$ cat src/rtl/cla_subtractor_16_pipe.sv
`default_nettype none
// ============================================================================
// Module   : cla_subtractor_16_pipe
// Purpose  : 4-stage pipelined 16-bit subtractor (a - b - bin), one 4-bit CLA
//            group per stage, valid/ready handshake. Define CLA_SUB_OVERFLOW_EN
//            to compute and pipeline the signed-overflow flag.
// Revision : 1.0 - initial release
// ============================================================================
module cla_subtractor_16_pipe (
    input  logic        clk,
    input  logic        rst,
    input  logic        in_valid,
    output logic        in_ready,
    input  logic [15:0] a,
    input  logic [15:0] b,
    input  logic        bin,
    output logic        out_valid,
    input  logic        out_ready,
    output logic [15:0] diff,
    output logic        bout,
    output logic        ovf
);

    // Returns {carry_out, sum[3:0]} of x + y + cin using lookahead carries.
    function automatic logic [4:0] cla4(input logic [3:0] x, input logic [3:0] y,
                                        input logic cin);
        logic [3:0] g;
        logic [3:0] p;
        logic [4:0] c;
        g    = x & y;
        p    = x ^ y;
        c[0] = cin;
        c[1] = g[0] | (p[0] & c[0]);
        c[2] = g[1] | (p[1] & g[0]) | (p[1] & p[0] & c[0]);
        c[3] = g[2] | (p[2] & g[1]) | (p[2] & p[1] & g[0]) | (p[2] & p[1] & p[0] & c[0]);
        c[4] = g[3] | (p[3] & g[2]) | (p[3] & p[2] & g[1]) | (p[3] & p[2] & p[1] & g[0])
             | (p[3] & p[2] & p[1] & p[0] & c[0]);
        return {c[4], p ^ c[3:0]};
    endfunction

    logic        w_adv;

    logic        s0_valid_q, s0_carry_q;
    logic [3:0]  s0_diff_q;
    logic [11:0] s0_a_q, s0_b_q;

    logic        s1_valid_q, s1_carry_q;
    logic [7:0]  s1_diff_q;
    logic [7:0]  s1_a_q, s1_b_q;

    logic        s2_valid_q, s2_carry_q;
    logic [11:0] s2_diff_q;
    logic [3:0]  s2_a_q, s2_b_q;

    logic        out_valid_q, bout_q;
    logic [15:0] diff_q;

    logic [4:0]  s0_sum_d, s1_sum_d, s2_sum_d, s3_sum_d;

    assign w_adv    = !out_valid_q || out_ready;
    assign in_ready = w_adv;

    // Subtraction as a + ~b + ~bin; each group sees the inverted subtrahend.
    assign s0_sum_d = cla4(a[3:0],          ~b[3:0],          ~bin);
    assign s1_sum_d = cla4(s0_a_q[3:0],     ~s0_b_q[3:0],     s0_carry_q);
    assign s2_sum_d = cla4(s1_a_q[3:0],     ~s1_b_q[3:0],     s1_carry_q);
    assign s3_sum_d = cla4(s2_a_q,          ~s2_b_q,          s2_carry_q);

    always_ff @(posedge clk) begin
        if (rst) begin
            s0_valid_q  <= 1'b0;
            s0_carry_q  <= 1'b0;
            s0_diff_q   <= 4'h0;
            s0_a_q      <= 12'h000;
            s0_b_q      <= 12'h000;
            s1_valid_q  <= 1'b0;
            s1_carry_q  <= 1'b0;
            s1_diff_q   <= 8'h00;
            s1_a_q      <= 8'h00;
            s1_b_q      <= 8'h00;
            s2_valid_q  <= 1'b0;
            s2_carry_q  <= 1'b0;
            s2_diff_q   <= 12'h000;
            s2_a_q      <= 4'h0;
            s2_b_q      <= 4'h0;
            out_valid_q <= 1'b0;
            bout_q      <= 1'b0;
            diff_q      <= 16'h0000;
        end else if (w_adv) begin
            s0_valid_q  <= in_valid;
            s0_carry_q  <= s0_sum_d[4];
            s0_diff_q   <= s0_sum_d[3:0];
            s0_a_q      <= a[15:4];
            s0_b_q      <= b[15:4];
            s1_valid_q  <= s0_valid_q;
            s1_carry_q  <= s1_sum_d[4];
            s1_diff_q   <= {s1_sum_d[3:0], s0_diff_q};
            s1_a_q      <= s0_a_q[11:4];
            s1_b_q      <= s0_b_q[11:4];
            s2_valid_q  <= s1_valid_q;
            s2_carry_q  <= s2_sum_d[4];
            s2_diff_q   <= {s2_sum_d[3:0], s1_diff_q};
            s2_a_q      <= s1_a_q[7:4];
            s2_b_q      <= s1_b_q[7:4];
            out_valid_q <= s2_valid_q;
            bout_q      <= ~s3_sum_d[4];
            diff_q      <= {s3_sum_d[3:0], s2_diff_q};
        end
    end

`ifdef CLA_SUB_OVERFLOW_EN
    logic s0_sa_q, s0_sb_q, s1_sa_q, s1_sb_q, s2_sa_q, s2_sb_q;
    logic ovf_q;
    logic ovf_d;

    // Overflow only when operand signs differ and the result sign leaves a's.
    assign ovf_d = (s2_sa_q != s2_sb_q) && (s3_sum_d[3] != s2_sa_q);

    always_ff @(posedge clk) begin
        if (rst) begin
            s0_sa_q <= 1'b0;
            s0_sb_q <= 1'b0;
            s1_sa_q <= 1'b0;
            s1_sb_q <= 1'b0;
            s2_sa_q <= 1'b0;
            s2_sb_q <= 1'b0;
            ovf_q   <= 1'b0;
        end else if (w_adv) begin
            s0_sa_q <= a[15];
            s0_sb_q <= b[15];
            s1_sa_q <= s0_sa_q;
            s1_sb_q <= s0_sb_q;
            s2_sa_q <= s1_sa_q;
            s2_sb_q <= s1_sb_q;
            ovf_q   <= ovf_d;
        end
    end

    assign ovf = ovf_q;
`else
    assign ovf = 1'b0;
`endif

    assign out_valid = out_valid_q;
    assign diff      = diff_q;
    assign bout      = bout_q;

endmodule
`default_nettype wire
$ cat config.mk
export PLATFORM = sky130hd
export DESIGN_NAME = cla_subtractor_16_pipe
export DESIGN_NICKNAME = d
export VERILOG_FILES = /design/src/rtl/cla_subtractor_16_pipe.sv
export SDC_FILE = /design/constraint.sdc
export NUM_CORES = 1
export LEC_CHECK = 0
export ABC_AREA = 1
export CAP_MARGIN = 20
export CORE_MARGIN = 5
export CORE_UTILIZATION = 46
export CTS_BUF_LIST = sky130_fd_sc_hd__clkbuf_8 sky130_fd_sc_hd__clkbuf_16
export DETAILED_ROUTE_END_ITERATION = 16
export MAX_ROUTING_LAYER = met4
export PLACE_DENSITY = 0.69
export REMOVE_ABC_BUFFERS = 1
export SYNTH_ARGS = -nofsm -noshare
export SYNTH_HDL_FRONTEND = slang
export SYNTH_SLANG_ARGS = --single-unit
$ cat constraint.sdc
create_clock -name clk -period 1.46 [get_ports clk]
set_input_delay 0.292 -clock clk [delete_from_list [all_inputs] [get_ports clk]]
set_output_delay 0.292 -clock clk [all_outputs]
set_load 0.05 [all_outputs]
**Yosys cells after proc, flatten, opt, wreduce, memory -nomap -nowiden**

Index checks and enable logic that the tools add are counted.

- Input port bits: 37
- Register bits after elaboration: 96
- Logic and storage cells: 142

- Reductions and logical operators: 2
- Bitwise logic cells: 122

Operators by type and width:

| kind | number |
|---|---|
| $and A1 B1 Y1 | 64 |
| $or A1 B1 Y1 | 40 |
| $xor A4 B4 Y4 | 8 |
| $and A4 B4 Y4 | 4 |
| $not A4 Y4 | 4 |
| $not A1 Y1 | 2 |
| $logic_not A1 Y1 | 1 |
| $logic_or A1 B1 Y1 | 1 |

**Longest topological paths before layout**

Gate-level depths: netlist (run 1).

- Depth in word-level cells: 8
- Gate-level depth with buffers: 10

**Least setup slack after synthesis (run 1)**

No wires, ideal clock.

- Kind: flip-flop to output port
- Start point: reg out_valid_q (netlist: out_valid)
- End point: out in_ready
- Cell stages (with the launch flop): 5
- Path slack: -44 ps
- Data required time: 1168 ps
- Arrival: 1212 ps
- Buffers on the path: 1
- Cell sequence: dfxtp_1 inv_1 nor2_4 inv_2 buf_2

- Cells in the longest elaborated chain, start to end: 2

RTL lines:

| element | RTL line | text |
|---|---|---|
| start: declaration | 55 | `logic out_valid_q, bout_q;` |
| start signal: assignment | 105 | `out_valid_q <= s2_valid_q;` |
| $logic_not A1 Y1 | 60 | `assign w_adv = !out_valid_q \|\| out_ready;` |
| $logic_or A1 B1 Y1 | 60 |  |
| end: declaration | 13 | `output logic in_ready,` |

No other way between the ends.

**Final worst setup path (run 1)**

- Start point: in b[1]
- End point: reg s0_diff_q[3]

- Cells in the longest elaborated chain, start to end: 7

RTL lines:

| element | RTL line | text |
|---|---|---|
| start: declaration | 15 | `input logic [15:0] b,` |
| $not A4 Y4 * | 64 | `assign s0_sum_d = cla4(a[3:0], ~b[3:0], ~bin);` |
| $and A4 B4 Y4 or $xor A4 B4 Y4 (tied branches) | 30, 31 |  |
| $and A1 B1 Y1 | 35 | `c[3] = g[2] \| (p[2] & g[1]) \| (p[2] & p[1] & g[0]) \| (p[2] & p[1] & p[0] & c[0]);` |
| $or A1 B1 Y1 or $and A1 B1 Y1 (tied branches) (2 in series) | 35 |  |
| $or A1 B1 Y1 * | 35 |  |
| $xor A4 B4 Y4 * | 38 | `return {c[4], p ^ c[3:0]};` |
| end signal: assignment | 92 | `s0_diff_q <= s0_sum_d[3:0];` |
| end: declaration | 44 | `logic [3:0] s0_diff_q;` |

Mark *: on every way between the ends. The rest lies on a longest branch, timed or not.
A chain may end at the register's enable or synchronous reset.

==> impl_results.md, run 1 <==
- Placed Area: 0.00500 mm²
- Pin count of the biggest net entering global routing: 45
- Fin nets: 655
- Synth top area share: 47.4%
- Setup TNS: 0 ns
- Die Wd: 104 µm
- Setup crit start: b[1]
- Crit. End Element: flop
- Final WS setup: 0.0484 ns
- Final instance area: 0.00528 mm²
- Core area: 0.00868 mm²
- Critical Path RT: 1.71 ns
- Area delta synth->final: 30.0%
- Clk sinks: 96
- Mapped cell area: 0.00406 mm²
- WS Path Type: in2reg
- Synth warn: 0
- N_diodes: 0
- Sequential share of the synthesized area: 47.4%
- Arrival @ worst endpoint: 1.66 ns
- Row cnt: 34
- Slew Limit Fails: 0
- Status: finished, final reports clean
- Reg2reg path depth: 9
- Hold endpoint: s2_valid_q$_SDFFE_PP0P_
- GRT Total Usage: 16.2%
- Layout cells sized above 1: 14.1%
- Cts bufs inserted: 9
- Synthesized instance count: 533
- Max Clk Rate: 708 MHz
- CTS HTree Levels: 3
- Leakage: 0.00256 µW
- Io pins: 57
- Mean area per synthesized cell: 7.61 µm²
- Max-Cap Viols: 0
- Skew final: 0.00965 ns
- DR iter-0 viols: 116
- Hpwl dp: 5680 µm
- FF+latch count, synth: 96
- Power per cell area: 1060 mW/mm²
- Library cells used by synthesis: 22
- Reg2Reg Setup Slack: 0.10 ns
- First-pass iteration count of the detailed router: 4
- Detail Route Antenna Nets: 0
- DRC viols: 0
- DR vias/cell: 4.97
- PortBufs: 55
- RR Startpoint: s2_b_q[2]$_SDFFE_PP0P_
- First-pass GRT wire length: 14,600 µm
- Grt total ovfl: 0
- CTS tree: done
- CP Max Fanout: 4
- CTS Hold Buffers Added: 0
- Final GP Congestion: 0.757
- CTS root buf: clkbuf_8
- Wire per inst: 11.9 µm
- Tcrit/Tclk final: 96.7%
- Tmin final: 1.41 ns
- Setup Viol. Count Final: 0
- Crit path launch type: input pin
- HP Start: s2_valid_q$_SDFFE_PP0P_
- Total Wirelength: 8480 µm
- Hold Crit Depth: 2
- Worst slack at placement: -0.329 ns
- Fin util: 60.8%
- Critical R2R Capture: diff[15]$_SDFFE_PP0P_
- Initial Util: 46.7%
- Area leader, netlist: dfxtp_1
- Vias: 3,536
- HP Class: reg2reg
- VDD IR-drop max: 0.549 mV
- Clk slew on worst S/H paths: 0.09 ns
- Synth top area cells: dfxtp_1 47%, nor2_1 13%, o21ai_0 9.4%, ha_1 4.9%, inv_1 4.4%
- CTS max path bufs: 2
- Number of global-route vias before repair: 3,447
- Die Area: 0.0108 mm²
- Die span in y: 104 µm
- Clk Latency, worst-skew pair: 0.35 ns
- Fin. Hold Viols: 0
- Initial antenna violation count: 0
[per-stage QoR]
step	hold slack [ns]	instances	power, µW
CTS	0.465	712	5640
finish	0.461	711	5610
global route	0.481	711	5920
global placement	0.436	691	4090
detailed placement	0.450	691	4130
floorplan	0.361	502	3630
[metal layers]
layer / global-route usage, % / vias up / wire (µm) / share of wire, %
met5: - / - / 0 / 0
met4: 5.18 / 0 / 110 / 1.3
met3: 4.53 / 10 / 328 / 3.9
met2: 28.5 / 69 / 4410 / 52
met1: 17.7 / 1620 / 3630 / 43
li1: - / 1837 / - / -
[area by class of cell]
class                      instances  area [µm²]
clock buffer                      10         138
clock inverter                     6        27.5
fill                             800        3400
inverter                          50         190
multi-input combinational        356        1840
sequential                        96        1930
tap                              108         135
timing repair buffer              85        1020
[state kept, by name (all words and copies together) (netlist names), 4 cells and up]
signal / flops
s0_diff_q: 4
s2_b_q: 4
diff: 16
s0_b_q: 12
s1_a_q: 8
s0_a_q: 12
s2_a_q: 4
s2_diff_q: 12
s1_diff_q: 8
s1_b_q: 8
[how the worst max path moves through the flow]
stage          depth (start not counted)  slack (ns)                        end
2_1_floorplan                          7       -1.65  s0_diff_q[3]$_SDFFE_PP0P_
3_3_place_gp                          10       -0.31  s0_diff_q[3]$_SDFFE_PP0P_
3_5_place_dp                          10       -0.33  s0_diff_q[3]$_SDFFE_PP0P_
4_1_cts                                5       -0.04                   in_ready
5_1_grt                               11       -0.03  s0_diff_q[3]$_SDFFE_PP0P_
6_report                              11        0.05  s0_diff_q[3]$_SDFFE_PP0P_
[synthesized netlist by cell type]
library cell and n:
inv_2 2, nand4_1 8, o21ai_1 19, inv_1 48
clkbuf_1 13, nor2_4 1, dfxtp_1 96, nand3_1 19
o21ai_0 76, buf_4 5, buf_6 2, conb_1 1
o21bai_1 3, ha_1 16, a21oi_1 24, nor2_1 138
buf_2 11, fa_1 4, xor2_1 1, xnor2_1 3
or2_2 4, nand2_1 39
[worst max-delay path, stage by stage]
cell             delay, ns
clkdlybuf4s50_1       0.45
inv_1                 0.04
ha_1                  0.32
nand2_1               0.12
nand2_1               0.09
nand2_2               0.09
nand2_2               0.06
nand2_1               0.06
nand3_1               0.06
nand2_1               0.06
inv_1                 0.03
[repair_timing]
| item | in CTS | in global routing |
|---|---|---|
| gates cloned | 1 | 0 |
| endpoints found under the setup margin | 1 | 8 |
| resized for setup | 3 | 15 |
| pin swaps | 1 | 2 |
| endpoints found under the hold margin | 0 | 0 |
| setup buffers | 4 | 0 |
[power breakdown]
group	total, µW	switching [µW]	internal (µW)
clock	1500	862	643
combinational	1130	579	554
sequential	2970	135	2830
[placed cells by master, fill, tap and decap left out, types with 3 or more instances in the layout]
master / instances
buf_12: 21
a21oi_1: 24
clkbuf_8: 10
fa_1: 4
ha_1: 12
clkdlybuf4s50_1: 35
dfxtp_1: 93
nor2_1: 138
nand2_2: 6
buf_4: 27
xnor2_1: 3
dfxtp_2: 3
nand4_1: 8
clkinv_2: 4
nand3_1: 19
inv_2: 3
o21bai_1: 3
ha_4: 3
inv_1: 48
o21ai_1: 19
nand2_1: 33
or2_2: 3
o21ai_0: 76
[cell families after synthesis]
logic type	Yosys count	share of synthesized area (%)
compound gates	122	15.2
xor+xnor	4	0.864
fa+ha+maj	20	6.91
buf+inv	81	8.67
flops	96	47.4
other cells	1	0.0924
simple gates	209	20.9
Note: power is estimated with default switching activity, not from simulation.
==> run 2, diff against run 1 <==
- TNS_END_PERCENT: not set -> 5
- clock period: 1.46 -> 1.7 ns (I/O delays scaled with it)
==> impl_results.md, run 2 (synthesis gave the netlist of run 1 again) <==
- Reg2Reg Setup Slack: 0.26 ns (+0.16 ns)
- Fin nets: 644 (-1.7%)
- Reg2reg path depth: 9 (unchanged)
- Max Clk Rate: 606 MHz
- Worst path bufs/invs: 4 (+1)
- Hpwl dp: 5330 µm (-6.2%)
- Crit-path cells: clkdlybuf4s50_1 -> nor2_4 -> inv_4 -> buf_12 -> buf_12
- Status: finished, final reports clean
- Multi-input combinational cell area: 0.00178 mm² (-3.1%)
- CTS root buf: clkbuf_8
- Tcrit/Tclk final: 97.0%
- Row cnt: 34 (unchanged)
- Slowest CP cell: clkdlybuf4s50_1
- Final GP Congestion: 0.740 (-2.2%)
- Final instance area: 0.00497 mm² (-5.8%)
- Reg area: 0.00192 mm² (-0.20%)
- VDD IR-drop max: 0.495 mV (-9.8%)
- PnR Total Power: 4670 µW (-17%)
- Metal-1 WL: 3500 µm (-3.5%)
- Arrival @ worst endpoint: 1.31 ns (-0.35 ns)
- RSZ-0062 raised after global routing: no
- Placed Area: 0.00477 mm² (-4.7%)
- Fin. Hold Viols: 0 (unchanged)
- Clk Latency, worst-skew pair: 0.35 ns (about the same)
- Die span in y: 104 µm (unchanged)
- CTS Hold Buffers Added: 0 (unchanged)
- Power share of the clock group: 28.0% (+1.2 points)
- Skew final: 0.0135 ns (+0.00389 ns)
- Most frequent cells in the layout: 138 x nor2_1, 96 x dfxtp_1, 76 x o21ai_0
- Post-CTS setup buffer count: 0 (-4)
- Detail Route Antenna Nets: 0 (unchanged)
- Cts bufs inserted: 9 (unchanged)
- Power per cell area: 939 mW/mm² (-12%)
- Wire per inst: 10.9 µm (-8.8%)
- Vias: 3,409 (-3.6%)
- Hold endpoint: s2_diff_q[5]$_SDFFE_PP0P_
- Hold Crit Depth: 2 (unchanged)
- DR vias/cell: 4.87 (-2.1%)
- Die Wd: 104 µm (unchanged)
- Max reg flops: 16 (unchanged)
- Setup Viol. Count Final: 0 (unchanged)
- Top Family by Delay on Critical Path: buffers and inverters
- CTS max path bufs: 2 (unchanged)
- N_diodes: 0 (unchanged)
- Leakage: 0.00244 µW (-4.6%)
- Flop pwr share: 54.1% (+1.1 points)
- Filler cells: 844 (+5.5%)
- RR Startpoint: s1_b_q[2]$_SDFFE_PP0P_
- Total Wirelength: 7610 µm (-10%)
- Max incr delay on CP: 0.44 ns (about the same)
- Layout cells sized above 1: 10.1% (-4.0 points)
- Final hold slack: 0.446 ns (-0.0151 ns)
- CTS-repair resized insts: 0 (-3)
- Int Pwr: 3350 µW (-17%)
- First-pass GRT wire length: 13,400 µm (-8.2%)
- Setup TNS: 0 ns (unchanged)
- Die Area: 0.0108 mm² (unchanged)
- Area delta synth->final: 22.5%
- Pin count of the biggest net entering global routing: 39 (-13%)
- Met2 routed WL: 3750 µm (-15%)
- HP Start: s1_diff_q[5]$_SDFFE_PP0P_
- Most common cell after layout, fill and taps aside: nor2_1
- Met3 WL: 264 µm (-20%)
- Clk sinks: 96 (unchanged)
- Sw Ratio: 28.1% (about the same)
- Switch Pwr: 1310 µW (-17%)
- Crit path launch type: input pin
- GRT Total Usage: 14.7% (-1.5 points)
- DR iter-0 viols: 98 (-16%)
- CP Max Fanout: 10 (+6)
- Core area: 0.00868 mm² (unchanged)
- WS Path Type: in2out
- HP Class: reg2reg
- Initial Util: 46.7% (unchanged)
- First-pass iteration count of the detailed router: 4 (unchanged)
- Top Metal Used: met4
- Initial antenna violation count: 0 (unchanged)
- Critical Path RT: 1.36 ns (-0.35 ns)
- Critical R2R Capture: s2_diff_q[11]$_SDFFE_PP0P_
- Grt total ovfl: 0 (unchanged)
- Max-Cap Viols: 0 (unchanged)
- DRC viols: 0 (unchanged)
- Tmin final: 1.65 ns
- CTS tree: done
- Number of global-route vias before repair: 3,245 (-5.9%)
- Cell seen most often among critical-path stages: buf_12
- Logic pwr share: 17.9% (-2.3 points)
- Slew Limit Fails: 0 (unchanged)
- Clk slew on worst S/H paths: 0.08 ns (about the same)
- PortBufs: 55 (unchanged)
- Crit. End Element: output port
- Io pins: 57 (unchanged)
- CTS HTree Levels: 3 (unchanged)
## run 2: cell count changes in the layout (fill, tap and decap cells not counted), sizes merged
| cell | previous run | this run |
|---|---|---|
| buf | 48 | 37 |
| clkbuf | 10 | 11 |
| dlymetal6s2s | 1 | 0 |
| bufbuf | 1 | 0 |
| clkinv | 4 | 2 |
| clkdlybuf4s50 | 35 | 36 |
| inv | 52 | 51 |
| clkinvlp | 0 | 3 |
## run 2: cell type report
| class | count | share of cell area (%) |
|---|---|---|
| clock buffers | 10 | 2.77 |
| flip-flops and latches | 96 | 38.7 |
| multi-input cells | 356 | 35.9 |
| repair buffers | 74 | 15.4 |
| clock inverters | 6 | 0.730 |
| inverters | 50 | 3.83 |
| well taps | 108 | 2.72 |
## run 2: stage by stage
step           util, %  instances  setup WS (ns)
2_1_floorplan        -        502          -1.41
3_3_place_gp      54.9        683         -0.125
3_5_place_dp      54.9        683         -0.160
4_1_cts           56.9        699         0.0363
5_1_grt           57.2        700         0.0107
6_report          57.2        700         0.0505
## run 2: worst max path at each step
stage / slack (ns) / startpoint / cells after the start / endpoint
after floorplan: -1.41 / out_valid$_SDFFE_PP0P_ / 7 / s0_diff_q[3]$_SDFFE_PP0P_
after global placement: -0.13 / b[2] / 10 / s0_diff_q[3]$_SDFFE_PP0P_
after detailed placement: -0.16 / b[2] / 10 / s0_diff_q[3]$_SDFFE_PP0P_
after CTS: 0.04 / out_ready / 5 / in_ready
after global routing: 0.01 / out_ready / 5 / in_ready
final: 0.05 / out_ready / 5 / in_ready
## run 2: power by group through the flow
stage	combinational [µW]	clock (µW)	sequential, µW
6_report	835	1310	2520
4_1_cts	841	1370	2530
5_1_grt	937	1470	2550
3_5_place_dp	838	0	2580
2_1_floorplan	415	0	2700
3_3_place_gp	815	0	2570
## run 2: worst register-to-register path, cell delays in order, from the launching register on
cell and delay [ns]:
dfxtp_1 0.32, inv_1 0.05, ha_1 0.31, or2_2 0.31, nand2_1 0.09, nand2_1 0.07
nand2_1 0.06, nand3_1 0.06, nand2_1 0.06, inv_1 0.03
## run 2: metal layers
layer	up-vias	global-route usage [%]
li1	1811	-
met1	1537	16.1
met2	52	25.8
met3	9	4.10
met4	0	4.72
met5	-	-
